$ cat config.mk
export PLATFORM = sky130hd
export DESIGN_NAME = elastic_pipe_reg
export DESIGN_NICKNAME = d
export VERILOG_FILES = /design/src/rtl/pipe_pkg.sv /design/src/rtl/pipe_slot.sv /design/src/rtl/elastic_pipe_reg.sv
export SDC_FILE = /design/constraint.sdc
export NUM_CORES = 1
export LEC_CHECK = 0
export BUFFER_PORTS_ARGS = -buffer_cell sky130_fd_sc_hd__buf_2
export CAP_MARGIN = 0
export CORE_UTILIZATION = 45
export CTS_CLUSTER_SIZE = 24
export DETAILED_ROUTE_END_ITERATION = 8
export PLACE_DENSITY_LB_ADDON = 0.1
export SLEW_MARGIN = 20
export SYNTH_ARGS = -nofsm -noshare
export SYNTH_HDL_FRONTEND = slang
export SYNTH_SLANG_ARGS = --single-unit
export TNS_END_PERCENT = 30
$ cat constraint.sdc
create_clock -name clk -period 4.4 [get_ports clk]
set_clock_uncertainty 0.05 [all_clocks]
set_input_delay 0.44 -clock clk [delete_from_list [all_inputs] [get_ports clk]]
set_output_delay 0.44 -clock clk [all_outputs]
set_load 0.005 [all_outputs]
$ cat src/rtl/pipe_pkg.sv
// Shared widths and payload packing for the inter-stage pipeline registers.
package pipe_pkg;

    localparam int unsigned INSTR_W = 32;
    localparam int unsigned PC_W    = 32;
    localparam int unsigned IF_ID_W = 64;
    localparam int unsigned OCC_W   = 2;

    localparam logic [INSTR_W-1:0] NOP_INSTR = 32'h0;

    // IF/ID payload: PC in the upper half, instruction in the lower half.
    typedef struct packed {
        logic [PC_W-1:0]    pc;
        logic [INSTR_W-1:0] instr;
    } if_id_t;

    function automatic logic [IF_ID_W-1:0] pack_if_id(
        input logic [PC_W-1:0]    pc,
        input logic [INSTR_W-1:0] instr
    );
        if_id_t p;
        p.pc    = pc;
        p.instr = instr;
        return IF_ID_W'(p);
    endfunction

    function automatic if_id_t unpack_if_id(input logic [IF_ID_W-1:0] raw);
        return if_id_t'(raw);
    endfunction

endpackage

$ cat src/rtl/pipe_slot.sv
// One payload register with a valid bit; flush beats load beats clear.
module pipe_slot
    import pipe_pkg::*;
#(
    parameter int unsigned       DATA_W    = IF_ID_W,
    parameter logic [DATA_W-1:0] FLUSH_VAL = '0
) (
    input  logic              clk,
    input  logic              rst,
    input  logic              flush,
    input  logic              load,
    input  logic              clear,
    input  logic [DATA_W-1:0] d,
    output logic              valid,
    output logic [DATA_W-1:0] q
);

    always_ff @(posedge clk or posedge rst) begin
        if (rst) begin
            valid <= 1'b0;
            q     <= FLUSH_VAL;
        end else if (flush) begin
            valid <= 1'b0;
            q     <= FLUSH_VAL;
        end else if (load) begin
            valid <= 1'b1;
            q     <= d;
        end else if (clear) begin
            // Data is left in place so out_data holds the last popped value.
            valid <= 1'b0;
        end
    end

endmodule

$ cat src/rtl/elastic_pipe_reg.sv
// Valid/ready pipeline register with optional skid slot and synchronous bubble flush.
module elastic_pipe_reg
    import pipe_pkg::*;
#(
    parameter int unsigned       DATA_W    = IF_ID_W,
    parameter logic [DATA_W-1:0] FLUSH_VAL = '0,
    parameter bit                SKID      = 1'b1
) (
    input  logic              clk,
    input  logic              rst,
    input  logic              flush,
    input  logic              in_valid,
    output logic              in_ready,
    input  logic [DATA_W-1:0] in_data,
    output logic              out_valid,
    input  logic              out_ready,
    output logic [DATA_W-1:0] out_data,
    output logic [OCC_W-1:0]  occupancy
);

    logic              main_valid;
    logic [DATA_W-1:0] main_q;
    logic [DATA_W-1:0] main_d;
    logic              main_load;
    logic              main_clear;
    logic              accept;
    logic              pop;

    assign accept    = in_valid & in_ready;
    assign pop       = main_valid & out_ready;
    assign out_valid = main_valid;
    assign out_data  = main_q;

    pipe_slot #(
        .DATA_W    (DATA_W),
        .FLUSH_VAL (FLUSH_VAL)
    ) u_main (
        .clk   (clk),
        .rst   (rst),
        .flush (flush),
        .load  (main_load),
        .clear (main_clear),
        .d     (main_d),
        .valid (main_valid),
        .q     (main_q)
    );

    if (SKID) begin : g_skid
        logic              skid_valid;
        logic [DATA_W-1:0] skid_q;
        logic              skid_load;
        logic              skid_clear;
        logic              main_nxt;
        logic              skid_nxt;
        logic              ready_q;
        logic [OCC_W-1:0]  occ_q;

        pipe_slot #(
            .DATA_W    (DATA_W),
            .FLUSH_VAL (FLUSH_VAL)
        ) u_skid (
            .clk   (clk),
            .rst   (rst),
            .flush (flush),
            .load  (skid_load),
            .clear (skid_clear),
            .d     (in_data),
            .valid (skid_valid),
            .q     (skid_q)
        );

        // Skid full: only refill main from skid. Otherwise main takes new data
        // when it is free or draining, and skid catches data while main stalls.
        always_comb begin
            main_load  = 1'b0;
            main_clear = 1'b0;
            main_d     = in_data;
            skid_load  = 1'b0;
            skid_clear = 1'b0;
            if (skid_valid) begin
                if (pop) begin
                    main_load  = 1'b1;
                    main_d     = skid_q;
                    skid_clear = 1'b1;
                end
            end else if (!main_valid || pop) begin
                main_load  = accept;
                main_clear = pop & ~accept;
            end else begin
                skid_load = accept;
            end
            main_nxt = main_load | (main_valid & ~main_clear);
            skid_nxt = skid_load | (skid_valid & ~skid_clear);
        end

        always_ff @(posedge clk or posedge rst) begin
            if (rst) begin
                ready_q <= 1'b1;
                occ_q   <= '0;
            end else if (flush) begin
                ready_q <= 1'b1;
                occ_q   <= '0;
            end else begin
                ready_q <= ~skid_nxt;
                occ_q   <= OCC_W'(main_nxt) + OCC_W'(skid_nxt);
            end
        end

        assign in_ready  = ready_q;
        assign occupancy = occ_q;
    end else begin : g_noskid
        always_comb begin
            main_d     = in_data;
            main_load  = accept;
            main_clear = pop & ~accept;
        end

        assign in_ready  = ~main_valid | out_ready;
        assign occupancy = OCC_W'(main_valid);
    end

endmodule

==> results.cfg <==
[final_layout]
drive_gt1_frac = 0.425
nNetsFinal = 579
final_common_cell = buf_2
fillers = 1024
diodes = 0
instances_no_fill = 690
syn2layout_area_growth_pct = 23.0
mostFrequentLayoutCells = buf_2, dfrtp_1, mux2i_1, o2bb2ai_1, a22o_2

[sta]
hold_viol = 0
slew_headroom = 0.274
drv_slew = 0
min_period_ns = 2.52
rsz0062_at_grt = no
max_freq_mhz = 396
finalCritPeriodShare = 0.573
setup_viol = 0
setup_tns_ns = 0
worst_pin_slew_ns = 1.09

[floorplanning]
die_area_um2 = 12800
die_h_um = 113
coreArea_um2 = 12100
dieWidth_um = 113
rows = 40
start_util = 0.462
ios = 137

[logic_synthesis]
ys_warn_count = 0
synth.distinct_cells = 26
syn-num-nets = 450
ys_seq_area_frac = 0.598
syn_inst = 380
ys_ff_latch = 133
syn_avg_cell_area_um2 = 14.7
syn-cell-area_um2 = 5570

[global_routing]
grt_pass1_wl_um = 21100
grt_usage = 0.216
grt-ovfl-total = 0
grt_max_degree = 59
grt_pass1_vias = 3921
antenna_found_initial = 0

[clocking]
post-cts-setup-buffers = 0
cts_buffer_depth = 2
htreeDepth = 4
cts.sinks = 133
cts_buffers = 17
cts_tree = done
ctsRootBufferMaster = clkbuf_16
cts_resized = 0
clk_latency_ns = 0.42
cts_hold_repair.buffers = 0
cts.clk_slew.worst_paths_ns = 0.06

[setup_path]
rr_worst_depth = 4
critical_path_class = register to register
cp-start-kind = register
regToRegSetupSlack_ns = 1.88
r2r_start = in_ready$_DFF_PP1_
arrival_ns = 2.80
setup.worst_path.end_class = register
rr_endpoint = u_main.q[53]$_DFFE_PP0P_
cp_max_fo = 44
required_ns = 4.68

[drt]
first_pass_iters = 4
route.detailed.wl_per_inst_um = 18.9
routed_wl_um = 13000
drtIter0Drc = 238
via_count = 3835
vias_per_cell = 5.56
drtAntennaViolNets = 0
drc = 0

[pwr]
combinationalPowerShare = 0.096
p_sw_frac = 0.242
switchingPower_w = 0.000721
ir_drop_mv = 0.225
p_seq_frac = 0.449
leakage_nw = 3.82
p_clk_frac = 0.455
intPower_w = 0.00226
p_per_area_nw_per_um2 = 435

[run]
cap_violations = 0

[outcome]
status = complete, no violations

[placed_design]
place.gp.congestion = 0.714
dp_hpwl_um = 7620
place_inst = 658
portBuffers = 136

[worst_hold_path]
hold_path_class = input pin to async pin
-- worst max-delay path by stage --
stage,slack [ns],endpoint,start
after CTS,1.83,u_main.q[62]$_DFFE_PP0P_,in_ready$_DFF_PP1_
after global placement,1.88,g_skid.u_skid.q[22]$_DFFE_PP0P_,out_ready
final,1.88,u_main.q[53]$_DFFE_PP0P_,in_ready$_DFF_PP1_
after global routing,1.72,u_main.q[53]$_DFFE_PP0P_,in_ready$_DFF_PP1_
after floorplan,0.36,g_skid.u_skid.q[0]$_DFFE_PP0P_,rst
after detailed placement,1.85,u_main.q[62]$_DFFE_PP0P_,out_ready
-- flip-flops by register name, summed over array words and instances, names as in the netlist --
register	cells
in_ready	1
u_main.valid	1
g_skid.u_skid.valid	1
occupancy	2
g_skid.u_skid.q	64
u_main.q	64
-- worst max-delay path: stages (launching register included) --
cell       delay, ns
dfstp_2         0.57
a21o_1          0.18
nand4b_1        0.77
buf_4           0.61
o2bb2ai_1       0.23
-- cells in the mapped netlist --
cell,instances,area share
nand3b_4,1,0.0036
dfrtp_1,132,0.59
dfstp_2,1,0.0047
nand2b_1,2,0.0022
o21ba_1,1,0.0018
buf_2,19,0.017
a22o_2,38,0.068
buf_6,13,0.026
a21o_1,1,0.0013
inv_1,2,0.0013
a21oi_1,2,0.0018
nor2b_1,3,0.0034
nor3_4,1,0.0029
a31oi_4,1,0.0038
o21ai_0,1,0.00090
clkbuf_2,1,0.00090
nand4b_1,1,0.0016
mux2i_1,64,0.11
nand2_1,1,0.00067
nand2b_4,1,0.0025
nand3_1,1,0.00090
buf_4,1,0.0013
ha_1,1,0.0022
o2bb2ai_1,64,0.10
a22o_1,26,0.041
a31oi_1,1,0.0011
-- through the flow --
stage,area [um2],util,setup WS (ns),hold WS (ns),total power (W)
after floorplan,5570,-,0.357,0.422,0.00151
after global placement,6280,0.521,1.88,0.416,0.00164
after detailed placement,6280,0.521,1.85,0.418,0.00165
after CTS,6860,0.568,1.83,0.125,0.00301
after global routing,6860,0.568,1.72,0.143,0.00310
final,6860,0.568,1.88,0.0971,0.00298
-- power by group through the flow --
stage          Sequential [W]  Clock [W]  Combinational [W]
6_report              0.00134    0.00136           0.000287
5_1_grt               0.00134    0.00144           0.000317
4_1_cts               0.00134    0.00138           0.000292
3_5_place_dp          0.00136          0           0.000292
3_3_place_gp          0.00136          0           0.000287
2_1_floorplan         0.00135          0           0.000158
-- area by class of cell --
cell class              count  area (um2)  share of cell area
clock buffers              22         494              0.0721
clock inverters            10        77.6              0.0113
inverters                   2        10.0             0.00146
multi-input cells         211        1990               0.291
flip-flops and latches    133        3330               0.486
well taps                 168         210              0.0307
repair buffers            144         741               0.108
-- routing by layer --
| layer | global-route usage | part of all wire |
|---|---|---|
| met1 | 0.308 | 0.49 |
| met2 | 0.318 | 0.45 |
| met3 | 0.0509 | 0.044 |
| met4 | 0.0904 | 0.014 |
| met5 | 0 | 0 |
-- kinds of logic after synthesis --
kind of cell,share of synthesized area
compound gates,0.221
fa+ha+maj,0.00225
buf+inv,0.0469
flops,0.598
mux,0.115
simple gates,0.0177
(Power assumes the default switching activity.)
